## src/rtl/weight_load_ctrl_if.sv

```systemverilog
// rtl/weight_load_ctrl_if.sv - upstream weight stream and weight-memory write port bundle
interface weight_load_ctrl_if #(
  parameter int DATA_W = 16
);
  logic              in_valid;
  logic [DATA_W-1:0] in_data;
  logic              in_ready;
  logic              write_weight_signal;
  logic [DATA_W-1:0] write_weight_data;
  logic [15:0]       write_weight_addr;

  modport master (
    output in_valid, in_data,
    input  in_ready, write_weight_signal, write_weight_data, write_weight_addr
  );

  modport slave (
    input  in_valid, in_data,
    output in_ready, write_weight_signal, write_weight_data, write_weight_addr
  );
endinterface

```

## src/rtl/weight_load_ctrl.sv

```systemverilog
// rtl/weight_load_ctrl.sv - per-layer weight load sequencer L1->L2->L4->L5->L7->FINISH
// Holds each layer resident until the compute engine reports it done.
module weight_load_ctrl #(
  parameter int DATA_W   = 16,
  parameter int L1_WORDS = 216,
  parameter int LC_WORDS = 576,
  parameter int L7_WORDS = 400
) (
  input  logic                clk,
  input  logic                rst,
  input  logic                start,
  input  logic                layer_done,
  weight_load_ctrl_if.slave   bus,
  output logic [3:0]          weight_fsm_cs,
  output logic                weight_store_done,
  output logic                weights_ready,
  output logic                all_done
);

  typedef enum logic [3:0] {
    S_IDLE   = 4'b0000,
    S_L1     = 4'b0001,
    S_L2     = 4'b0010,
    S_L4     = 4'b0011,
    S_L5     = 4'b0100,
    S_L7     = 4'b0101,
    S_FINISH = 4'b1111
  } state_t;

  state_t            r_state;
  logic [15:0]       r_cnt;
  logic              r_loaded;
  logic              r_wr_sig;
  logic [DATA_W-1:0] r_wr_data;
  logic [15:0]       r_wr_addr;
  logic              r_last_wr;
  logic              r_store_done;
  logic              r_weights_ready;
  logic              r_all_done;

  logic              w_store_state;
  logic              w_in_ready;
  logic              w_hs;
  logic              w_last_hs;
  logic [15:0]       w_last_idx;
  state_t            w_next_layer;

  always_comb begin
    w_store_state = (r_state == S_L1) || (r_state == S_L2) || (r_state == S_L4) ||
                    (r_state == S_L5) || (r_state == S_L7);
    w_in_ready    = w_store_state && !r_loaded;
    w_hs          = bus.in_valid && w_in_ready;
    w_last_idx    = 16'(LC_WORDS - 1);
    w_next_layer  = S_FINISH;
    case (r_state)
      S_L1:    begin w_last_idx = 16'(L1_WORDS - 1); w_next_layer = S_L2; end
      S_L2:    w_next_layer = S_L4;
      S_L4:    w_next_layer = S_L5;
      S_L5:    w_next_layer = S_L7;
      S_L7:    begin w_last_idx = 16'(L7_WORDS - 1); w_next_layer = S_FINISH; end
      default: w_next_layer = S_FINISH;
    endcase
    w_last_hs = w_hs && (r_cnt == w_last_idx);
  end

  always_ff @(posedge clk or negedge rst) begin
    if (!rst) begin
      r_state         <= S_IDLE;
      r_cnt           <= '0;
      r_loaded        <= 1'b0;
      r_wr_sig        <= 1'b0;
      r_wr_data       <= '0;
      r_wr_addr       <= '0;
      r_last_wr       <= 1'b0;
      r_store_done    <= 1'b0;
      r_weights_ready <= 1'b0;
      r_all_done      <= 1'b0;
    end else begin
      r_wr_sig     <= w_hs;
      r_wr_data    <= w_hs ? bus.in_data : '0;
      r_wr_addr    <= w_hs ? r_cnt : '0;
      // store_done trails the final write by one cycle so it lands after the memory commit
      r_last_wr    <= w_last_hs;
      r_store_done <= r_last_wr;
      case (r_state)
        S_IDLE, S_FINISH: begin
          if (start) begin
            r_state         <= S_L1;
            r_cnt           <= '0;
            r_loaded        <= 1'b0;
            r_weights_ready <= 1'b0;
            r_all_done      <= 1'b0;
          end
        end
        default: begin
          if (w_hs) begin
            r_cnt <= r_cnt + 16'd1;
          end
          if (w_last_hs) begin
            r_loaded <= 1'b1;
          end
          if (r_last_wr) begin
            r_weights_ready <= 1'b1;
          end
          // weights_ready is still 0 while r_last_wr is set, so these never collide
          if (layer_done && r_weights_ready) begin
            r_state         <= w_next_layer;
            r_cnt           <= '0;
            r_loaded        <= 1'b0;
            r_weights_ready <= 1'b0;
            r_all_done      <= (w_next_layer == S_FINISH);
          end
        end
      endcase
    end
  end

  assign bus.in_ready            = w_in_ready;
  assign bus.write_weight_signal = r_wr_sig;
  assign bus.write_weight_data   = r_wr_data;
  assign bus.write_weight_addr   = r_wr_addr;
  assign weight_fsm_cs           = r_state;
  assign weight_store_done       = r_store_done;
  assign weights_ready           = r_weights_ready;
  assign all_done                = r_all_done;

endmodule
```

## src/flat_wrapper.sv

```systemverilog
// flat-port wrapper written by rule: the top's interface ports become plain ports
module weight_load_ctrl_flat 
#(
  parameter int DATA_W   = 16,
  parameter int L1_WORDS = 216,
  parameter int LC_WORDS = 576,
  parameter int L7_WORDS = 400
)
  (clk, rst, start, layer_done, weight_fsm_cs, weight_store_done, weights_ready, all_done, bus_in_valid, bus_in_data, bus_in_ready, bus_write_weight_signal, bus_write_weight_data, bus_write_weight_addr);
  weight_load_ctrl_if #(.DATA_W(DATA_W)) bus_i ();
  input  logic clk;
  input  logic rst;
  input  logic start;
  input  logic layer_done;
  output logic [3:0] weight_fsm_cs;
  output logic weight_store_done;
  output logic weights_ready;
  output logic all_done;
  input wire logic [$bits(bus_i.in_valid)-1:0] bus_in_valid;
  input wire logic [$bits(bus_i.in_data)-1:0] bus_in_data;
  output wire logic [$bits(bus_i.in_ready)-1:0] bus_in_ready;
  output wire logic [$bits(bus_i.write_weight_signal)-1:0] bus_write_weight_signal;
  output wire logic [$bits(bus_i.write_weight_data)-1:0] bus_write_weight_data;
  output wire logic [$bits(bus_i.write_weight_addr)-1:0] bus_write_weight_addr;
  assign bus_i.in_valid = bus_in_valid;
  assign bus_i.in_data = bus_in_data;
  assign bus_in_ready = bus_i.in_ready;
  assign bus_write_weight_signal = bus_i.write_weight_signal;
  assign bus_write_weight_data = bus_i.write_weight_data;
  assign bus_write_weight_addr = bus_i.write_weight_addr;
  weight_load_ctrl #(.DATA_W(DATA_W), .L1_WORDS(L1_WORDS), .LC_WORDS(LC_WORDS), .L7_WORDS(L7_WORDS)) u_core (.clk(clk), .rst(rst), .start(start), .layer_done(layer_done), .bus(bus_i), .weight_fsm_cs(weight_fsm_cs), .weight_store_done(weight_store_done), .weights_ready(weights_ready), .all_done(all_done));
endmodule
```

## config.mk

```make
export PLATFORM = sky130hd
export DESIGN_NAME = weight_load_ctrl_flat
export DESIGN_NICKNAME = d
export VERILOG_FILES = /design/src/rtl/weight_load_ctrl_if.sv /design/src/rtl/weight_load_ctrl.sv /design/src/flat_wrapper.sv
export SDC_FILE = /design/constraint.sdc
export NUM_CORES = 1
export LEC_CHECK = 0
export ABC_AREA = 1
export CAP_MARGIN = 20
export CORE_MARGIN = 2
export CORE_UTILIZATION = 40
export DETAILED_ROUTE_END_ITERATION = 16
export PLACE_DENSITY = 0.69
export SYNTH_ARGS = -nofsm -noshare
export SYNTH_HDL_FRONTEND = slang
export SYNTH_SLANG_ARGS = --single-unit
```

## constraint.sdc

```tcl
create_clock -name clk -period 1.5 [get_ports clk]
set_input_delay 0.3 -clock clk [delete_from_list [all_inputs] [get_ports clk]]
set_output_delay 0.3 -clock clk [all_outputs]
set_load 0.02 [all_outputs]
```

# Word-level counts from Yosys, hierarchy flattened
# Cells that the tools add are included.
dict set report word_totals {
  register_bits 58
  latchBits 0
  ramBits 0
  romBits 0
  inputBits 21
  output_inout_bits 41
  wordCells 59
  n_memories 0
}
dict set report classes {
  addsub 1
  n_mul 0
  div 0
  magnitude_cmp 0
  eq_ne 9
  shifts 0
  n_mux 20
  bitwise_logic 0
  n_reduce_logical 19
}
# operator count
set ops {}
lappend ops {{two-way mux 16 bit} 6}
lappend ops {{case mux 10 bit (2 select lines)} 1}
lappend ops {{adder 16 x 1 -> 16 bit, second input constant} 1}
lappend ops {{equality test 16 x 10 -> 1 bit} 1}
lappend ops {{case mux 4 bit (4 select lines)} 1}
lappend ops {{two-way mux 4 bit} 3}
lappend ops {{two-way mux 1 bit} 9}
lappend ops {{nonzero test 3 bit} 3}
lappend ops {{equality test 4 x 2 -> 1 bit, second input constant} 2}
lappend ops {{equality test 4 x 3 -> 1 bit, second input constant} 2}
lappend ops {{equality test 4 bit, second input constant} 2}
lappend ops {{AND reduction 2 bit} 4}
lappend ops {{equality test 4 x 1 -> 1 bit, second input constant} 1}
lappend ops {{logical AND 1 bit} 4}
lappend ops {{logical NOT 4 bit} 1}
lappend ops {{logical OR 1 bit} 4}
lappend ops {{!= test 2 bit, second input constant} 1}
lappend ops {{nonzero test 2 bit} 1}
lappend ops {{OR reduction 2 bit} 1}
lappend ops {{logical NOT 1 bit} 1}

# Logic depth before layout (Yosys ltp)
# Gate-level depths: netlist of the first run.
dict set report logic_depth {
  ltp_word 11
  ltp_mapped 11
  ltp_nobuf 10
}

# Least setup slack after synthesis of the first run
# OpenSTA, ideal clock, no wires.
dict set report synth_path {
  kind {register -> register}
  startpoint {register u_core.r_state[2], in the netlist u_core.weight_fsm_cs[2]}
  endpoint {register u_core.r_cnt[8]}
  setup_ps 118
  arrival_ps 1443
  t_required_ps 1382
  slack_ps -62
  stages_incl_launch_ff 10
  n_path_buf 1
  period_less_slack_ps 1562
  cell_sequence {dfrtp_1 nor2_2 o21ai_0 nand3_2 nand3_4 nand2_4 inv_2 buf_6 nand2_1 o21ai_2}
}
dict set report synth_between {
  elab_chain_cells 9
  word_cells_on_any_way 18
  cone_classes {eq/ne (7); mux (1); reduce/logical (10)}
}
# element line_no
set synth_lines {}
lappend synth_lines {{start, declared} weight_load_ctrl.sv:30} ;# state_t r_state;
lappend synth_lines {{start signal, assigned} weight_load_ctrl.sv:107} ;# r_state <= w_next_layer;
lappend synth_lines {{equality test 4 x 1 -> 1 bit / equality test 4 x 2 -> 1 bit (equally long branches)} weight_load_ctrl.sv:49} ;# w_store_state = (r_state == S_L1) || (r_state == S_L2) || (r_state == S_L4) ||
lappend synth_lines {{logical OR 1 bit (3 in a row)} weight_load_ctrl.sv:49}
lappend synth_lines {{logical OR 1 bit} weight_load_ctrl.sv:50} ;# (r_state == S_L5) || (r_state == S_L7);
lappend synth_lines {{logical AND 1 bit} weight_load_ctrl.sv:51} ;# w_in_ready = w_store_state && !r_loaded;
lappend synth_lines {{logical AND 1 bit} weight_load_ctrl.sv:52} ;# w_hs = bus.in_valid && w_in_ready;
lappend synth_lines {{nonzero test 3 bit (no line)} n/a}
lappend synth_lines {{AND reduction 2 bit (no line)} n/a}
lappend synth_lines {{end signal, assigned} weight_load_ctrl.sv:97} ;# r_cnt <= r_cnt + 16'd1;
lappend synth_lines {{end, declared} weight_load_ctrl.sv:31} ;# logic [15:0] r_cnt;
# Several ways; a longest one is shown, not always the timed one.
# A chain may end at the register's enable or synchronous reset.

# Final worst setup path of the first run
dict set report layout_path {
  startpoint {register u_core.r_state[1], in the netlist u_core.weight_fsm_cs[1]}
  endpoint {output port bus_in_ready}
}
dict set report layout_between {
  elab_chain_cells 6
  word_cells_on_any_way 10
  cone_classes {eq/ne (5); reduce/logical (5)}
}
# element line_no
set layout_lines {}
lappend layout_lines {{equality test 4 x 1 -> 1 bit / equality test 4 x 2 -> 1 bit (equally long branches)} weight_load_ctrl.sv:49}
lappend layout_lines {{logical OR 1 bit (3 in a row)} weight_load_ctrl.sv:49}
lappend layout_lines {{logical OR 1 bit *} weight_load_ctrl.sv:50}
lappend layout_lines {{logical AND 1 bit *} weight_load_ctrl.sv:51}
lappend layout_lines {{end, declared} flat_wrapper.sv:21} ;# output wire logic [$bits(bus_i.in_ready)-1:0] bus_in_ready;
# Mark *: on every way between the ends. The rest lies on a longest branch, timed or not.

==> results, run 1 <==
- The clock tree synthesis step divided the H-tree into 3 levels.
- For hold timing, the worst endpoint is u_core.weight_store_done$_DFF_PN0_.
- The flow ran to the end, but the final reports show violations.
- The cell area after placement is 3560 um^2.
- The maximum count of clock buffers along a single path is 2.
- The die height is 85.07 um.
- The worst pin sits at a relative slew slack of 80.06%.
- The root cell of the clock tree is sky130_fd_sc_hd__clkbuf_8.
- The largest single stage delay on the critical path is 0.47 ns.
- Of all nets on the critical path, the largest fanout is 5.
- The final reports fail on negative setup slack.
- Internal power comes to 3979 uW.
- The finished layout holds 515 standard cells, fillers aside.
- The path class of the lowest-slack min-delay path is flop to flop.
- The detailed-routing iteration count for the pre-antenna-repair pass is 4.
- In the synthesized netlist the async set-or-reset flop fraction comes to 100.0%.
- The number of standard cells after synthesis is 318.
- Among all flip-flop cells after synthesis, the most frequent one is sky130_fd_sc_hd__dfrtp_1.
- The first global-routing pass estimated 11.75 mm of wire.
- Prior to clock tree synthesis, the placed netlist has a worst setup slack of -0.3094 ns.
- sky130_fd_sc_hd__dfrtp_1 takes more of the synthesized area than any other cell.
- The family of cells with the greatest summed delay on the critical path is flip-flops.
- The hold path depth is 0.
- The final count of pins violating max slew is 0.
- STA classifies the critical path endpoint as an output port.
- In this run, the clock network consumes 25.4% of the power.
- The worst setup path is launched from a flop.
- Power comes to 6283 uW.
- Walking the worst path, the cells encountered are nor2_4 > nand3_2 > nand3_2 > nand2_1 > inv_1 > buf_6.
- The hold violation count in the final report was 0.
- The clock sink count is 58.
- The maximum number of pins on one net before global-route repair is 59.
- The most used standard cell by instance count after synthesis is sky130_fd_sc_hd__nor2_1.
- The kind of critical path is flop to output port.
- The leakage power is 0.002174 uW.
- Cells with a size suffix above 1 make up 33.79% of the layout.
- Pin placement for this block handled 62 I/O pins.
- The count of maximum capacitance violations is 0.
- Among the stages of the critical path, the cell type that occurs most often is sky130_fd_sc_hd__nand3_2.
- The clock insertion delay at the later pin of the skew report is 0.35 ns.
- Of the total power, the share spent switching nets is 36.66%.
- The setup slack of the worst register-to-register path is -0.14 ns.
- The wire length per cell after detailed routing is 14.60 um.
- The worst-path cell with the longest stage delay is sky130_fd_sc_hd__dfrtp_2.
- The number of port buffers is 61.
- The count of buffer and inverter cells on the critical path is 2.
- The number of global-route vias before repair came to 2499.
- The worst-case IR drop observed on VDD is 0.9706 mV.
- In this run the power spent charging and discharging nets is 2303 uW.
- After synthesis the cells add up to 2629 um^2.
- Averaged over all synthesized cells, the footprint is 8.267 um^2.
- The number of distinct library cells after synthesis is 24.
- The routed design could run at a clock period as short as 1.692 ns.
- The worst register-to-register path begins at u_core.weight_fsm_cs[2]$_DFFE_PN0P_.
- The final antenna diode count is 0.
- The part of the power in combinational logic is 45.4%.
- Once the floorplan was initialized, standard cells occupied 41.40% of the core.
- Data on the critical path arrives at its endpoint at 1.39 ns.
- After synthesis, the most frequently instantiated cells are 64 x sky130_fd_sc_hd__nor2_1, 59 x sky130_fd_sc_hd__nand2_1, 58 x sky130_fd_sc_hd__dfrtp_1.
- The count of flip-flops with a built-in enable after synthesis is 0.
- With fillers left out, the area of the finished cells amounts to 4220 um^2.
- Setup repair after global routing could not meet its margin everywhere.
- The filler cell count is 509.
- The endpoint of the worst-slack reg-to-reg timing path is u_core.r_cnt[10]$_DFFE_PN0P_.
- The part of the cycle the worst path needs is 112.8%.
- The origin of the worst min-delay path is u_core.r_last_wr$_DFF_PN0_.
- The final setup violation count is 35.
- The area growth from synthesis to final layout is 60.54%.
- The clock tree from TritonCTS is built.
- Based on the critical path, the design can be clocked at up to 591.1 MHz.
- The floorplan step set the die width to 85.07 um.
- The number of nets with antenna violations after routing is 0.
- The all-layer global routing usage is 20.93%.
- The number of vias after detailed routing is 2555.
- The number of antenna violations at the first check in global routing is 0.
- The transition at the pin with the smallest max-transition slack is 0.2991 ns.
- The clock-pin slew reported for the worst setup and hold paths after clock tree synthesis is 0.07 ns.
- The number of placed instances, taps included is 481.
- The cell depth of the worst flop-to-flop path is 12.
- The share of synthesized area in the top cell type comes to 55.21%.
- For this block, the routed nets add up to 7.518 mm of wire.
- Once routing completed, OpenROAD measured the worst setup slack at -0.1918 ns.
- The total CTS buffers is 9.
- The power density of the placed cells is 1489 nW/um^2.
- The half-perimeter wire length of the detailed placement result is 4.681 mm.
- The standard cell core area is 6350 um^2.
- The residual DRC count is 0.
- The synthesized net count is 340.
- The flip-flop and latch count after synthesis is 58.
- The total die area is 7236 um^2.
- In this run, flip-flops and latches consume 29.2% of the power.
- The vias per cell is 4.961.
- At the end of routability-driven placement, the weighted congestion stood at 0.8987.
- The floorplan has 29 rows.
- The total congestion overflow after global routing is 0.
- The number of warnings issued by yosys is 0.
- The register area share after synthesis is 55.21%.
- The clock arrives with 0.007705 ns of skew.
- The post-layout net count is 455.
- STA puts the critical path data required time at 1.20 ns.
- In this run, the number of DRC markers left after iteration 0 of detailed routing was 167.
- Ranked by total cell area, the synthesized netlist is headed by sky130_fd_sc_hd__dfrtp_1 55%, sky130_fd_sc_hd__nor2_1 9.1%, sky130_fd_sc_hd__nand2_1 8.4%, sky130_fd_sc_hd__inv_1 6.7%, sky130_fd_sc_hd__nand3_1 5.0%.
==> layer usage <==
metal / up-vias / global-route usage, % / wire [um]
met4: 0 / 11.54 / 192
met3: 18 / 4.669 / 364
met5: - / 0 / 0
li1: 1226 / - / -
met1: 1239 / 26.62 / 3218
met2: 72 / 33.17 / 3742
==> repair_timing <==
item | CTS | global route
hold endpoints to repair | 58 | 0
gates resized for setup | 101 | 60
buffers inserted | 7 | 7
gates cloned | 2 | 2
setup endpoints to repair | 59 | 50
pin swaps | 10 | 10
hold buffers | 1 | 0
==> cells by family after synthesis <==
family / Yosys count / synth area share, %
adder cells (fa/ha/maj): 1 / 0.4759
flip-flops: 58 / 55.21
AO/OA/AOI/OAI: 28 / 5.712
buffers and inverters: 56 / 8.710
AND/OR/NAND/NOR: 171 / 28.56
XOR/XNOR: 4 / 1.333
==> placed cells by master (no fill, tap or decap), types with 2 or more instances in the layout <==
cell	instances
sky130_fd_sc_hd__nand2_1	48
sky130_fd_sc_hd__buf_6	13
sky130_fd_sc_hd__buf_4	28
sky130_fd_sc_hd__nor3_1	4
sky130_fd_sc_hd__dfrtp_2	4
sky130_fd_sc_hd__buf_8	2
sky130_fd_sc_hd__nand2_4	2
sky130_fd_sc_hd__bufinv_16	2
sky130_fd_sc_hd__a21oi_2	2
sky130_fd_sc_hd__a21oi_1	2
sky130_fd_sc_hd__nand3_2	8
sky130_fd_sc_hd__inv_2	4
sky130_fd_sc_hd__nand3_1	18
sky130_fd_sc_hd__o21ai_2	8
sky130_fd_sc_hd__buf_2	3
sky130_fd_sc_hd__dlygate4sd2_1	36
sky130_fd_sc_hd__clkinv_2	4
sky130_fd_sc_hd__nor2_4	6
sky130_fd_sc_hd__nor2_2	27
sky130_fd_sc_hd__o21ai_0	6
sky130_fd_sc_hd__xor2_1	4
sky130_fd_sc_hd__o21ai_1	9
sky130_fd_sc_hd__clkdlybuf4s50_1	19
sky130_fd_sc_hd__nand4_1	9
sky130_fd_sc_hd__nand2_2	12
sky130_fd_sc_hd__clkbuf_8	10
sky130_fd_sc_hd__nor2_1	33
sky130_fd_sc_hd__dfrtp_1	54
sky130_fd_sc_hd__nand3_4	2
sky130_fd_sc_hd__inv_1	44
sky130_fd_sc_hd__buf_12	4
==> sequential cells by signal, summed over array words and instances, names as in the netlist <==
register / count
u_core.all_done: 1
u_core.bus.write_weight_data: 16
u_core.weights_ready: 1
u_core.bus.write_weight_signal: 1
u_core.bus.write_weight_addr: 16
u_core.weight_fsm_cs: 4
u_core.r_loaded: 1
u_core.r_cnt: 16
u_core.r_last_wr: 1
u_core.weight_store_done: 1
==> worst reg2reg max path: stages, from the launching register on <==
cell and delay (ns):
sky130_fd_sc_hd__dfrtp_2 0.43, sky130_fd_sc_hd__buf_6 0.13, sky130_fd_sc_hd__buf_6 0.11, sky130_fd_sc_hd__nand4_1 0.10
sky130_fd_sc_hd__nand2_2 0.09, sky130_fd_sc_hd__inv_2 0.07, sky130_fd_sc_hd__nand2_2 0.06, sky130_fd_sc_hd__nand2_4 0.12
sky130_fd_sc_hd__nand2_8 0.11, sky130_fd_sc_hd__buf_6 0.15, sky130_fd_sc_hd__inv_8 0.08, sky130_fd_sc_hd__nand2_2 0.04
sky130_fd_sc_hd__o21ai_1 0.06
==> area by class of cell <==
type                    count  area (um^2)  share of cell area [%]
flip-flops and latches     58         1456                   34.51
multi-input cells         204         1175                   27.84
repair buffers            109         1061                   25.14
inverters                  50        202.7                   4.803
clock buffers              10        137.6                   3.261
well taps                  77        96.34                   2.283
clock inverters             6        80.08                   1.897
repair inverters            1        11.26                  0.2668
==> power groups by stage <==
stage,clock (uW),sequential (uW),combinational (uW)
final,1600,1840,2850
after global routing,1710,1850,3020
after CTS,1630,1830,2440
after detailed placement,0,1860,1910
after global placement,0,1850,1890
after floorplan,0,2010,815
==> how the worst max path moves through the flow <==
| stage | startpoint | endpoint | slack, ns | cells past startpoint |
|---|---|---|---|---|
| after floorplan | u_core.weight_fsm_cs[2]$_DFFE_PN0P_ | u_core.r_cnt[8]$_DFFE_PN0P_ | 0.006 | 11 |
| after global placement | u_core.weight_fsm_cs[1]$_DFFE_PN0P_ | bus_in_ready | -0.25 | 6 |
| after detailed placement | u_core.weight_fsm_cs[1]$_DFFE_PN0P_ | bus_in_ready | -0.31 | 6 |
| after CTS | u_core.weight_fsm_cs[0]$_DFFE_PN0P_ | bus_in_ready | -0.18 | 7 |
| after global routing | u_core.weight_fsm_cs[1]$_DFFE_PN0P_ | bus_in_ready | -0.25 | 6 |
| final | u_core.weight_fsm_cs[1]$_DFFE_PN0P_ | bus_in_ready | -0.19 | 6 |
==> through the flow <==
step / util [%] / hold WS (ns) / setup TNS [ns]
3_3_place_gp: 56.06 / 0.3253 / -0.4031
2_1_floorplan: - / 0.004409 / 0
3_5_place_dp: 56.06 / 0.3278 / -1.211
5_1_grt: 66.46 / 0.4082 / -5.494
4_1_cts: 62.40 / 0.3824 / -1.845
6_report: 66.46 / 0.4037 / -2.413
(Power assumes the default switching activity.)
==> inputs of run 2 (changes only) <==
CTS_CLUSTER_DIAMETER = 150   (was not set)
==> results of run 2 <==
The final DEF is identical to that of run 1; final timing and power are the same.
==> inputs of run 3 (changes only) <==
CTS_CLUSTER_DIAMETER = 50   (was 150)
RECOVER_POWER = 100   (was not set)
SLEW_MARGIN = 5   (was not set)
==> results, run 3 (synthesized netlist as in run 1, its figures left out) <==
- The flow ran to the end, but the final reports show violations.
- The final reports fail on negative setup slack.
- The part of the cycle the worst path needs is 112.5% (-0.29 points).
- The origin of the worst setup path is u_core.weight_fsm_cs[1]$_DFFE_PN0P_.
- The worst-case setup margin in the final layout is -0.1875 ns (+0.004287 ns).
- The final standard cell utilization of the core is 66.27% (-0.20 points).
- The top cell types in the final layout, fill and taps aside, are 54 x sky130_fd_sc_hd__dfrtp_1, 48 x sky130_fd_sc_hd__nand2_1, 44 x sky130_fd_sc_hd__inv_1.
- The die height is 85.07 um (unchanged).
- The cell repeated most along the worst path is sky130_fd_sc_hd__nand3_2.
- The clock skew is 0.007160 ns (-0.0005453 ns).
- The start of the worst register-to-register path is u_core.weight_fsm_cs[2]$_DFFE_PN0P_.
- The horizontal extent of the die is 85.07 um (unchanged).
- The final hold slack is 0.4021 ns (-0.001579 ns).
- The share of cells above drive strength 1 is 33.79% (unchanged).
- The top-level I/O count is 62 (unchanged).
- The minimum clock period after layout was 1.687 ns (-0.004287 ns).
- The total CTS buffers is 9 (unchanged).
- The most common cell after layout, fill and taps aside is sky130_fd_sc_hd__dfrtp_1.
- The largest individual stage delay along the critical path comes from the cell sky130_fd_sc_hd__dfrtp_2.
- The residual DRC count came to 0 (unchanged).
- The root cell of the clock tree is sky130_fd_sc_hd__clkbuf_8.
- The power density of the placed cells was 1494 nW/um^2 (+0.36%).
- The setup slack of the worst register-to-register path is -0.14 ns (about the same).
- The total wirelength of the detailed-routed design is 7.552 mm (+0.45%).
- The first-iteration detailed-routing DRC count was 151 (-9.6%).
- The maximum VDD drop is 0.9715 mV (about the same).
- The placer congestion estimate is 0.8987 (unchanged).
- The wire length per cell after detailed routing is 14.66 um (+0.45%).
- The clock-pin slew reported for the worst setup and hold paths after clock tree synthesis is 0.07 ns (about the same).
- The final setup violation count was 34 (-2.9%).
- The clock insertion delay at the later pin of the skew report came to 0.35 ns (about the same).
- The final antenna diode count is 0 (unchanged).
- The summed area of non-filler cells in the final layout is 4208 um^2 (-0.30%).
- The maximum achievable frequency was 592.6 MHz (+0.25%).
- The final setup TNS is -2.378 ns (+0.03502 ns).
- The area growth from synthesis to layout is 60.07%.
- The standard cell core area is 6350 um^2 (unchanged).
- The H-tree depth is 3 (unchanged).
- TritonCTS built the clock tree.
- The effective utilization at floorplan is 41.40% (unchanged).
- The met1 global-route usage came to 26.62% (unchanged).
- The tightest min-delay check is of the flop to flop type.
- STA classifies the critical path endpoint as an output port.
- The cell depth of the worst flop-to-flop path is 11 (-1).
- The hold violation count in the final report is 0 (unchanged).
- The cell area after placement is 3560 um^2 (unchanged).
- The number of antenna violations at the first check in global routing is 0 (unchanged).
- The total congestion overflow after global routing is 0 (unchanged).
- The signal on the critical path passes through nor2_4 > nand3_2 > nand3_2 > nand2_1 > inv_1 > buf_6.
- The required time of the critical path is 1.20 ns (about the same).
- The largest incremental delay on the critical path is 0.47 ns (about the same).
- The maximum count of clock buffers along a single path was 2 (unchanged).
- The transition at the pin with the smallest max-transition slack is 0.7583 ns (+0.4592 ns).
- The total chip power is 6287 uW (about the same).
- The kind of critical path is flop to output port.
- The global routing met2 resource utilization is 33.17% (unchanged).
- The detailed-routing iteration count for the pre-antenna-repair pass is 4 (unchanged).
- The first-pass GRT wire length is 11.75 mm (unchanged).
- The clock sink count is 58 (unchanged).
- The number of vias after detailed routing came to 2559 (+0.16%).
- The half-perimeter wire length of the detailed placement result is 4.681 mm (unchanged).
- The number of nets with antenna violations after routing is 0 (unchanged).
- The count of maximum capacitance violations is 0 (unchanged).
- The kind of start point of the critical path is a flop.
- The number of global-route vias before repair is 2499 (unchanged).
- The global routing stage identified its most utilized layer as met2.
- The post-layout net count is 455 (unchanged).
- The maximum number of pins on one net before global-route repair came to 59 (unchanged).
- The fraction of met3 tracks used by global routing is 4.669% (unchanged).
- The vias per cell was 4.969 (+0.16%).
- The all-layer global routing usage is 20.93% (unchanged).
- The final count of pins violating max slew is 0 (unchanged).
- The leakage power is 0.002169 uW (-0.22%).
- The arrival time at the worst endpoint is 1.39 ns (about the same).
- The endpoint identified for the worst register-to-register timing path is u_core.r_cnt[10]$_DFFE_PN0P_.
- The worst-path maximum fanout is 5 (unchanged).
- The relative slew slack is 49.45% (-31 points).
- The capture point of the critical path is bus_in_ready.
- The total die area is 7236 um^2 (unchanged).
- The number of port buffers was 61 (unchanged).
- Setup repair after global routing could not meet its margin everywhere.
- The filler cell count is 510 (+0.20%).
- The cell row count came to 29 (unchanged).
## run 3: cell count changes in the layout (fill, tap and decap cells not counted)
cell,before,now
sky130_fd_sc_hd__buf_12,4,3
sky130_fd_sc_hd__clkbuf_4,0,1
## run 3: stage by stage
stage	cells	worst slack (ns)
floorplan	318	0.006317
global placement	481	-0.2500
detailed placement	481	-0.3094
CTS	507	-0.1798
global route	515	-0.2503
finish	515	-0.1875
## run 3: area by class of cell
cell class,count,area (um^2),share of cell area (%)
clock buffer,10,137.6,3.271
clock inverter,6,80.08,1.903
inverter,50,202.7,4.817
multi-input combinational,204,1175,27.92
sequential,58,1456,34.61
tap,77,96.34,2.290
timing repair buffer,109,1049,24.92
timing repair inverter,1,11.26,0.2676
## run 3: timing repair
action | CTS | global route
cloned | 2 | 2
buffers inserted | 7 | 7
hold endpoints to repair | 58 | 0
hold buffers | 1 | 0
gates resized for setup | 101 | 60
pin swaps | 10 | 10
endpoints found under the setup margin | 59 | 50
## run 3: critical path, delay by kind of cell (launching register included)
kind	cells	cell delay, ns
buf+inv	2	0.17
flops	1	0.47
simple gates	4	0.40
## run 3: power by group
group / switching, uW / leakage [uW] / total [uW] / internal (uW)
registers: 109 / 0.000792 / 1830 / 1730
clock network: 631 / 0.000116 / 1600 / 967
logic: 1570 / 0.00126 / 2850 / 1280
total: 2310 / 0.00217 / 6290 / 3980
## run 3: per-layer routing
metal  vias up  part of all wire [%]
li1       1229                     -
met1      1231                    42
met2        81                    50
met3        18                   5.3
met4         0                   2.6
met5         -                     0
## run 3: worst min path at each step
stage | cells after the start | endpoint | startpoint | slack, ns
CTS | 0 | u_core.weight_store_done$_DFF_PN0_ | u_core.r_last_wr$_DFF_PN0_ | 0.38
global placement | 2 | u_core.bus.write_weight_data[3]$_DFF_PN0_ | rst | 0.33
finish | 0 | u_core.weight_store_done$_DFF_PN0_ | u_core.r_last_wr$_DFF_PN0_ | 0.40
floorplan | 0 | u_core.all_done$_DFFE_PN0P_ | rst | 0.004
global route | 0 | u_core.weight_store_done$_DFF_PN0_ | u_core.r_last_wr$_DFF_PN0_ | 0.41
detailed placement | 2 | u_core.bus.write_weight_data[3]$_DFF_PN0_ | rst | 0.33
